### src/rtl/loader_pkg.sv
// Shared types and constants for the program loader and its gap timer.
package loader_pkg;

    typedef enum logic [2:0] {
        IDLE,
        BASE,
        LEN,
        DATA,
        CSUM,
        DONE,
        ERR
    } loaderState_e;

    // A LEN byte of zero stands for a full 256-byte payload.
    localparam int LEN_FULL        = 256;
    localparam int DEFAULT_TIMEOUT = 1024;

endpackage

### src/rtl/gap_timer.sv
// Saturating idle-cycle counter; expired stays high once TIMEOUT idle cycles have elapsed.
module gap_timer #(
    parameter int TIMEOUT = 1024
) (
    input  logic clock,
    input  logic reset,
    input  logic clear,
    input  logic enable,
    output logic expired
);

    localparam int W = $clog2(TIMEOUT + 1);

    logic [W-1:0] gapCount;

    always_ff @(posedge clock or negedge reset) begin
        if (!reset) begin
            gapCount <= '0;
        end else if (clear) begin
            gapCount <= '0;
        end else if (enable && !expired) begin
            gapCount <= gapCount + W'(1);
        end
    end

    assign expired = (gapCount == W'(TIMEOUT));

endmodule

### src/rtl/program_loader.sv
// Receives a framed byte stream (BASE, LEN, data, CSUM) and writes the payload
// into the program memory's write port, flagging checksum mismatch or stalls.
module program_loader
    import loader_pkg::*;
#(
    parameter int ADDR_W  = 8,
    parameter int DATA_W  = 8,
    parameter int TIMEOUT = DEFAULT_TIMEOUT
) (
    input  logic              clock,
    input  logic              reset,
    input  logic              io_start,
    input  logic              io_inValid,
    output logic              io_inReady,
    input  logic [DATA_W-1:0] io_inData,
    output logic              io_writeEnable,
    output logic [ADDR_W-1:0] io_writeAddr,
    output logic [DATA_W-1:0] io_writeData,
    output logic              io_busy,
    output logic              io_done,
    output logic              io_error,
    output logic [ADDR_W:0]   io_count
);

    localparam logic [ADDR_W:0] FULL_LEN = (ADDR_W + 1)'(LEN_FULL);

    loaderState_e state;
    loaderState_e nextState;

    logic              accept;
    logic              active;
    logic              startArm;
    logic              lastData;
    logic              timedOut;
    logic [ADDR_W-1:0] baseAddr;
    logic [ADDR_W:0]   lenTarget;
    logic [ADDR_W:0]   countReg;
    logic [DATA_W-1:0] csum;
    logic              writeEnableReg;
    logic [ADDR_W-1:0] writeAddrReg;
    logic [DATA_W-1:0] writeDataReg;

    assign accept   = io_inValid && io_inReady;
    assign active   = (state == BASE) || (state == LEN) || (state == DATA) || (state == CSUM);
    assign startArm = io_start && ((state == IDLE) || (state == DONE) || (state == ERR));
    assign lastData = ((countReg + (ADDR_W + 1)'(1)) == lenTarget);

    gap_timer #(
        .TIMEOUT(TIMEOUT)
    ) uGapTimer (
        .clock  (clock),
        .reset  (reset),
        .clear  (accept || startArm),
        .enable (active && !accept),
        .expired(timedOut)
    );

    always_ff @(posedge clock or negedge reset) begin
        if (!reset) begin
            state <= IDLE;
        end else begin
            state <= nextState;
        end
    end

    // An accepted byte always wins over an expiring gap timer in the same cycle.
    always_comb begin
        nextState = state;
        case (state)
            IDLE, DONE, ERR: begin
                if (io_start) nextState = BASE;
            end
            BASE: begin
                if (accept) nextState = LEN;
                else if (timedOut) nextState = ERR;
            end
            LEN: begin
                if (accept) nextState = DATA;
                else if (timedOut) nextState = ERR;
            end
            DATA: begin
                if (accept) begin
                    if (lastData) nextState = CSUM;
                end else if (timedOut) begin
                    nextState = ERR;
                end
            end
            CSUM: begin
                if (accept) nextState = (io_inData == csum) ? DONE : ERR;
                else if (timedOut) nextState = ERR;
            end
            default: nextState = IDLE;
        endcase
    end

    always_comb begin
        io_inReady = 1'b0;
        io_busy    = writeEnableReg;
        io_done    = 1'b0;
        io_error   = 1'b0;
        case (state)
            BASE, LEN, DATA, CSUM: begin
                io_inReady = 1'b1;
                io_busy    = 1'b1;
            end
            DONE:    io_done  = 1'b1;
            ERR:     io_error = 1'b1;
            default: ;
        endcase
    end

    // Datapath: frame header capture, payload write port, running checksum.
    always_ff @(posedge clock or negedge reset) begin
        if (!reset) begin
            baseAddr       <= '0;
            lenTarget      <= '0;
            countReg       <= '0;
            csum           <= '0;
            writeEnableReg <= 1'b0;
            writeAddrReg   <= '0;
            writeDataReg   <= '0;
        end else begin
            writeEnableReg <= 1'b0;
            if (startArm) begin
                countReg <= '0;
                csum     <= '0;
            end
            case (state)
                BASE: begin
                    if (accept) baseAddr <= ADDR_W'(io_inData);
                end
                LEN: begin
                    if (accept) lenTarget <= (io_inData == '0) ? FULL_LEN : (ADDR_W + 1)'(io_inData);
                end
                DATA: begin
                    if (accept) begin
                        writeEnableReg <= 1'b1;
                        writeAddrReg   <= baseAddr + countReg[ADDR_W-1:0];
                        writeDataReg   <= io_inData;
                        csum           <= csum + io_inData;
                        countReg       <= countReg + (ADDR_W + 1)'(1);
                    end
                end
                default: ;
            endcase
        end
    end

    assign io_writeEnable = writeEnableReg;
    assign io_writeAddr   = writeAddrReg;
    assign io_writeData   = writeDataReg;
    assign io_count       = countReg;

endmodule

### config.mk
export PLATFORM = sky130hd
export DESIGN_NAME = program_loader
export DESIGN_NICKNAME = d
export VERILOG_FILES = /design/src/rtl/loader_pkg.sv /design/src/rtl/gap_timer.sv /design/src/rtl/program_loader.sv
export SDC_FILE = /design/constraint.sdc
export NUM_CORES = 1
export LEC_CHECK = 0
export CAP_MARGIN = 10
export CORE_MARGIN = 1
export CORE_UTILIZATION = 24
export DETAILED_ROUTE_END_ITERATION = 12
export HOLD_SLACK_MARGIN = 0.03
export SYNTH_ARGS = -nofsm -noshare
export SYNTH_HDL_FRONTEND = slang
export SYNTH_SLANG_ARGS = --single-unit
### constraint.sdc
create_clock -name clock -period 6.1 [get_ports clock]
set_input_delay 1.22 -clock clock [delete_from_list [all_inputs] [get_ports clock]]
set_output_delay 1.22 -clock clock [all_outputs]
set_load 0.05 [all_outputs]
==> impl_metrics.tcl, run 1 <==
set metrics [dict create \
    ir_worst_vdd_mv 0.162 \
    synth_nets 425 \
    tritoncts.num_buffers 9 \
    syn-cell-area_sq_mm 0.00376 \
    drt_iter0_markers 152 \
    skew_ns 0.00635 \
    critical-path-top-delay-family "simple AND/OR/NAND/NOR gates" \
    route.layer.met1.wl_microns 3950 \
    postRouteAntennaNets 0 \
    ys_warn_count 0 \
    io_buffers 41 \
    synth_seq_cells 65 \
    drive_above_1_share_pct 11.6 \
    cp_slowest_stage_delay_ns 0.70 \
    diodes 0 \
    wl_met3_microns 384 \
    power_leakage_nw 1.94 \
    ys_types 58 \
    grt_pass1_vias 2917 \
    place.gp.congestion 0.816 \
    grt_max_degree 66 \
    drt-pass1-iter-count 4 \
    drc 0 \
    rsz0062_at_grt "false" \
    period_share_pct 65.0 \
    top_layer_used "met4" \
    worstSetupEndpointType "primary output" \
    row_count 45 \
    ios 42 \
    grt-ovfl-total 0 \
    ys_async_sr_fraction_pct 100 \
    ctsLongestPathBuffers 2 \
    cts_root_buf "clkbuf_16" \
    grt.total_usage_pct 11.8 \
    start_util_pct 24.6 \
    slew_viol_final 0 \
    die_x_microns 127 \
    final-setup-viol-count 0 \
    fin_nets 464 \
    path_cells "or3_2, and2_0, or2_2, clkdlybuf4s50_1" \
    yosys_most_used_dff "dfrtp_1" \
    power_density_mw_per_mm2 482 \
    cp.arrival_ns 2.74 \
    start_kind "flip-flop" \
    antenna_found_initial 0 \
    final_common_cell "dfrtp_1" \
    layout_common_cells "65 x dfrtp_1, 57 x nand2_1, 40 x clkdlybuf4s50_1, 37 x nor2_1, 33 x o21ai_0" \
    hp-class "flip-flop to flip-flop" \
    crit_required_ns 4.88 \
    cts.sinks 65 \
    fin_ws_ns 2.14 \
    cts-htree-levels 3 \
    wl_per_cell_microns 13.5 \
    die_area_sq_mm 0.0162 \
    grt_pass1_wl_microns 14900 \
    outcome "finished clean" \
    die_height_microns 127 \
    cts.clk_slew.worst_paths_ns 0.06 \
    syn_to_final_growth_pct 23.9 \
    routed_wl_microns 8740 \
    cts_resized 0 \
    tritoncts "done" \
    synth_edf_count 0 \
    dpl.hpwl_microns 6140 \
    route.met2.wl_microns 4250 \
    post_cts_buffers 0 \
    critPathBufInv 1 \
    fin_setup_tns_ns 0 \
    hold_violations 0 \
    avgSynthCellArea_sq_um 9.55 \
    num_vias 2964 \
    coreArea_sq_mm 0.0153 \
    syn_inst 394 \
    holdBufCountCts 0 \
    path_class "flip-flop to primary output" \
    maxCapViolCount 0 \
    viasPerCell 4.57 \
    max_freq_mhz 252 \
    relSlewSlack_pct 43.6 \
    pre_cts_slack_ns 1.39 \
    critPathMaxFanout 14 \
    clock_latency_ns 0.33 \
    period_minus_slack_ns 3.96 \
    tightest_slew_ns 0.846 \
    critPathSlowestCell "clkdlybuf4s50_1" \
    ys_seq_area_share_pct 43.2 \
    power.total_mw 2.25 \
]
-- cell families (layout without fill, tap and decap cells) --
| logic type | count (synthesis) | after routing | synth area share (%) |
|---|---|---|---|
| AND/OR/NAND/NOR | 145 | 145 | 18.7 |
| buffers and inverters | 32 | 76 | 3.66 |
| AO/OA/AOI/OAI | 80 | 80 | 14.0 |
| flip-flops | 65 | 65 | 43.2 |
| multiplexers | 22 | 22 | 6.42 |
| adder cells (fa/ha/maj) | 20 | 20 | 6.99 |
| XOR/XNOR | 30 | 30 | 6.99 |
-- worst paths after layout --
check,slack [ns],endpoint,start,depth (start not counted)
max,2.14,io_busy,state[2],4
min,0.48,io_writeAddr[3],io_writeAddr[3],2
max reg2reg,3.24,io_count[5],state[0],9
min reg2reg,0.48,io_writeAddr[3],io_writeAddr[3],2
max in group asynchronous,4.47,uGapTimer.gapCount[0],reset,2
min in group asynchronous,1.07,io_writeAddr[1],reset,2
-- worst min-delay path: stages (launching register included) --
cell and delay [ns]:
dfrtp_1 0.34, nand2_1 0.05, o21ai_0 0.06
-- final cells by class --
type / count / area, sq um
timing repair buffer: 44 / 428
inverter: 16 / 60.1
tap: 211 / 264
clock inverter: 4 / 27.5
fill: 1557 / 10600
clock buffer: 12 / 256
sequential: 65 / 1630
multi-input combinational: 297 / 2000
-- synth_stat cells, drive strengths merged (2+ instances only) --
cell    instances  area share [%]
nor2           37             3.7
nand2          57             5.7
a211oi          2            0.40
nand4           2            0.33
a31oi           4            0.67
a21boi          3            0.60
o31ai           6             1.2
xnor2          16             3.7
o41ai           3            0.70
a21o            2            0.40
inv            15             1.5
o21ai          35             4.8
ha             17             5.7
and3            3            0.53
nor4            5             1.0
nor2b           2            0.33
or2             3            0.50
or3             2            0.37
mux2           17             5.1
clkbuf         10             1.3
nor3           12             1.9
dfrtp          65              43
nand3          10             1.5
xor2           14             3.3
o21a            3            0.60
a21oi           9             1.2
fa              2             1.1
a22o            2            0.47
and2            5            0.83
buf             6            0.80
mux2i           5             1.3
nand2b          3            0.50
-- state kept, by name, indices dropped and copies added, names as in the netlist --
register,cells
uGapTimer.gapCount,11
io_count,9
csum,8
io_writeEnable,1
state,3
baseAddr,8
io_writeData,8
io_writeAddr,8
lenTarget,9
-- through the flow --
step	hold slack [ns]	cells	area [sq um]	utilization [%]
finish	0.476	649	4660	30.5
global route	0.501	649	4660	30.5
CTS	0.477	648	4650	30.5
detailed placement	0.463	632	4370	28.6
global placement	0.465	632	4370	28.6
floorplan	0.453	394	3760	-
-- where the power goes --
part           total (mW)  leakage (nW)  internal, mW  switching [mW]
combinational        1.04         0.977         0.420           0.625
clock               0.487         0.131         0.296           0.191
sequential          0.715         0.835         0.580           0.135
-- per-layer routing --
| metal | GRT usage [%] | vias to the layer above |
|---|---|---|
| met3 | 3.14 | 13 |
| li1 | - | 1448 |
| met2 | 19.7 | 58 |
| met5 | 0 | - |
| met4 | 4.41 | 0 |
| met1 | 14.6 | 1445 |
(Power assumes the default switching activity.)
==> inputs of run 2 (changes only) <==
- clock period: 6.1 -> 3.7 ns (I/O delays scaled with it)
==> impl_metrics.tcl, run 2 (synthesized netlist as in run 1, its figures left out) <==
set metrics [dict create \
    tritoncts.num_buffers 9 \
    drc 0 \
    critPathMaxFanout 10 \
    layout_common_cells "65 x dfrtp_1, 57 x nand2_1, 40 x clkdlybuf4s50_1, 37 x nor2_1, 33 x o21ai_0" \
    hold_violations 0 \
    fin_nets 468 \
    drt_iter0_markers 194 \
    row_count 45 \
    worstSetupEndpointType "primary output" \
    tritoncts "done" \
    start_kind "flip-flop" \
    coreArea_sq_mm 0.0153 \
    clkPwrFrac_pct 20.9 \
    grt-ovfl-total 0 \
    relSlewSlack_pct 42.1 \
    die_height_microns 127 \
    max_freq_mhz 296 \
    period_share_pct 91.3 \
    postRouteAntennaNets 0 \
    power_leakage_nw 1.96 \
    die_x_microns 127 \
    grt_pass1_vias 2933 \
    place.gp.congestion 0.832 \
    top_register "uGapTimer.gapCount" \
    outcome "finished clean" \
    wl_per_cell_microns 13.3 \
    p_switching_mw 1.57 \
    p_sw_share_pct 42.3 \
    post_cts_buffers 0 \
    drive_above_1_share_pct 12.2 \
    io_buffers 41 \
    largest_reg_flops 11 \
    antenna_found_initial 0 \
    cp.arrival_ns 2.64 \
    ir_worst_vdd_mv 0.286 \
    cts-htree-levels 3 \
    diodes 0 \
    die_area_sq_mm 0.0162 \
    cts_resized 0 \
    ctsLongestPathBuffers 2 \
    path_class "flip-flop to primary output" \
    syn_to_final_growth_pct 24.5 \
    grt.total_usage_pct 11.6 \
    fin_hold_ws_ns 0.474 \
    cts.sinks 65 \
    final_common_cell "dfrtp_1" \
    place_area_sq_mm 0.00441 \
    viasPerCell 4.55 \
    tightest_slew_ns 0.862 \
    ios 42 \
    start_util_pct 24.6 \
    holdBufCountCts 0 \
    p_seq_share_pct 30.7 \
    dpl.hpwl_microns 6200 \
    skew_ns 0.00617 \
    fillerInstances 1535 \
    grt_pass1_wl_microns 14600 \
    grt_max_degree 66 \
    final-setup-viol-count 0 \
    cts_root_buf "clkbuf_16" \
    r2r_slack_ns 1.35 \
    num_vias 2968 \
    routed_wl_microns 8710 \
    cts.clk_slew.worst_paths_ns 0.06 \
    p_int_mw 2.14 \
    period_minus_slack_ns 3.38 \
    design_area_sq_mm 0.00468 \
    fin_setup_tns_ns 0 \
    drt-pass1-iter-count 4 \
    pre_cts_slack_ns 0.620 \
    clock_latency_ns 0.33 \
    power_density_mw_per_mm2 793 \
    share_comb_of_total_power_pct 48.4 \
    slew_viol_final 0 \
    maxCapViolCount 0 \
    hp-class "flip-flop to flip-flop" \
    crit_required_ns 2.96 \
    rsz0062_at_grt "false" \
    fin_ws_ns 0.322 \
]
-- run 2: cell types whose count changed in the layout (fill, tap and decap cells not counted) --
cell	change
clkinv_4	+1
buf_4	+4
clkbuf_1	+1
clkbuf_8	-1
clkinvlp_4	-1
-- run 2: critical path: stages, from the launching register on --
cell,delay [ns]
dfrtp_1,0.51
or3_2,0.56
and2_0,0.24
or2_2,0.30
clkdlybuf4s50_1,0.70
-- run 2: path summary, 6_finish.rpt --
check / from / endpoint / depth (start not counted)
min reg2reg: io_writeAddr[5] / io_writeAddr[5] / 2
min in group asynchronous: reset / io_writeAddr[3] / 2
max reg2reg: io_count[0] / state[1] / 7
max: state[1] / io_busy / 4
max in group asynchronous: reset / uGapTimer.gapCount[1] / 2
min: io_writeAddr[5] / io_writeAddr[5] / 2
-- run 2: layout make-up --
class,count,area (sq um),share of cell area [%]
inverter,16,60.1,1.28
timing repair buffer,48,458,9.78
sequential,65,1630,34.8
multi-input combinational,297,2000,42.7
tap,211,264,5.64
clock buffer,12,246,5.27
clock inverter,4,28.8,0.615
-- run 2: metrics by stage --
stage | total power [mW] | std cells | utilization, %
6_report | 3.71 | 653 | 30.7
5_1_grt | 3.97 | 653 | 30.7
4_1_cts | 3.75 | 653 | 30.7
3_5_place_dp | 2.96 | 637 | 28.9
3_3_place_gp | 2.91 | 637 | 28.9
2_1_floorplan | 2.45 | 394 | -
-- run 2: routing by layer --
metal | global-route usage [%] | part of all wire (%)
met4 | 5.25 | 1.8
met1 | 13.9 | 45
met2 | 19.6 | 50
met5 | 0 | 0
met3 | 3.14 | 3.2
-- run 2: power groups by stage --
stage | Combinational, mW | Clock [mW] | Sequential, mW
6_report | 1.80 | 0.777 | 1.14
5_1_grt | 1.96 | 0.833 | 1.18
4_1_cts | 1.81 | 0.804 | 1.14
3_5_place_dp | 1.80 | 0 | 1.15
3_3_place_gp | 1.77 | 0 | 1.14
2_1_floorplan | 1.02 | 0 | 1.43
==> inputs of run 3 (changes only) <==
- clock period: 3.7 -> 3 ns (I/O delays scaled with it)
==> impl_metrics.tcl, run 3 (synthesized netlist as in run 1, its figures left out) <==
set metrics [dict create \
    ios 42 \
    place.gp.congestion 0.779 \
    row_count 45 \
    cts_root_buf "clkbuf_16" \
    viasPerCell 4.55 \
    drt_iter0_markers 128 \
    drt-pass1-iter-count 4 \
    power_density_mw_per_mm2 999 \
    ctsLongestPathBuffers 2 \
    tightest_slew_ns 1.27 \
    cp.arrival_ns 2.12 \
    start_util_pct 24.6 \
    tritoncts "done" \
    path_cells "buf_4, clkinv_1, and3_1, clkdlybuf4s50_1" \
    wl_met3_microns 299 \
    drc 0 \
    holdBufCountCts 0 \
    worstSetupEndpointType "primary output" \
    routed_wl_microns 8950 \
    max_freq_mhz 368 \
    power.total_mw 4.79 \
    grt_pass1_vias 2972 \
    critPathMaxFanout 9 \
    grt.total_usage_pct 11.8 \
    route.layer.met1.wl_microns 4320 \
    coreArea_sq_mm 0.0153 \
    hold_violations 0 \
    path_class "flip-flop to primary output" \
    cts.clk_slew.worst_paths_ns 0.06 \
    cts-htree-levels 3 \
    final_common_cell "dfrtp_1" \
    relSlewSlack_pct 14.5 \
    crit_start "state[1]" \
    route.met2.wl_microns 4180 \
    grt_max_degree 42 \
    cts.sinks 65 \
    crit_required_ns 2.40 \
    r2r_start "io_count[0]" \
    layout_common_cells "65 x dfrtp_1, 57 x nand2_1, 37 x nor2_1, 37 x clkdlybuf4s50_1, 34 x o21ai_0" \
    io_buffers 41 \
    critPathSlowestCell "clkdlybuf4s50_1" \
    die_x_microns 127 \
    num_vias 3010 \
    skew_ns 0.00785 \
    fin_nets 477 \
    final-setup-viol-count 0 \
    start_kind "flip-flop" \
    dpl.hpwl_microns 6450 \
    grt_pass1_wl_microns 14900 \
    top_register "uGapTimer.gapCount" \
    power_leakage_nw 2.04 \
    wl_per_cell_microns 13.5 \
    fin_setup_tns_ns 0 \
    antenna_found_initial 0 \
    drive_above_1_share_pct 14.9 \
    period_share_pct 90.5 \
    slew_viol_final 0 \
    tritoncts.num_buffers 9 \
    rsz0062_at_grt "false" \
    syn_to_final_growth_pct 27.5 \
    diodes 0 \
    maxCapViolCount 0 \
    post_cts_buffers 0 \
    ir_worst_vdd_mv 0.366 \
    outcome "finished clean" \
    placedCellCount 646 \
    die_area_sq_mm 0.0162 \
    cp_slowest_stage_delay_ns 0.70 \
    stdcell_count 662 \
    clock_latency_ns 0.33 \
    die_height_microns 127 \
    fin_util_pct 31.4 \
    grt-ovfl-total 0 \
    hp-class "primary input to asynchronous set/reset pin" \
    top_layer_used "met4" \
    postRouteAntennaNets 0 \
    fin_hold_ws_ns 0.175 \
    largest_reg_flops 11 \
    period_minus_slack_ns 2.72 \
]
## run 3: cell count changes in the layout (fill, tap and decap cells not counted), sizes merged
cell / before / now
inv: 15 / 17
clkinv: 3 / 4
buf: 8 / 19
bufinv: 0 / 2
clkinvlp: 2 / 0
clkbuf: 12 / 9
clkdlybuf4s50: 40 / 37
dlymetal6s2s: 0 / 1
## run 3: path summary, 6_finish.rpt
check / end / slack (ns) / cells after the start
setup / recovery: io_done / 0.28 / 4
max in group asynchronous: uGapTimer.gapCount[0] / 2.11 / 2
min in group clock: io_writeAddr[4] / 0.47 / 2
hold / removal: io_writeAddr[3] / 0.17 / 1
setup reg to reg: state[0] / 0.63 / 7
hold reg to reg: io_writeAddr[4] / 0.47 / 2
## run 3: layout make-up
class	instances	area, sq um
fill	1579	10500
sequential	65	1630
timing repair buffer	57	523
clock inverter	7	100
tap	211	264
inverter	16	60.1
multi-input combinational	297	2000
clock buffer	9	225
## run 3: through the flow
| stage | cell area, sq um | worst slack [ns] |
|---|---|---|
| floorplan | 3760 | 0.379 |
| finish | 4800 | 0.285 |
| CTS | 4790 | 0.0577 |
| global placement | 4470 | 0.157 |
| detailed placement | 4470 | 0.0991 |
| global route | 4800 | 0.198 |
## run 3: critical path, delay by kind of cell (launching register included)
family        cells  cell delay (ns)
buf+inv           3             1.13
simple gates      1             0.27
flops             1             0.39
## run 3: repair_timing
item | in CTS | in global routing
endpoints found under the hold margin | 0 | 0
setup endpoints to repair | 0 | 1
gates resized for setup | 0 | 1
## run 3: power breakdown
group	switching, mW	internal (mW)
combinational	1.35	0.891
clock	0.417	0.734
sequential	0.220	1.18
## run 3: per-layer routing
layer  up-vias  track usage, %
li1       1481               -
met1      1465            15.2
met2        51            19.0
met3        13            2.18
met4         0            5.74
met5         -               0
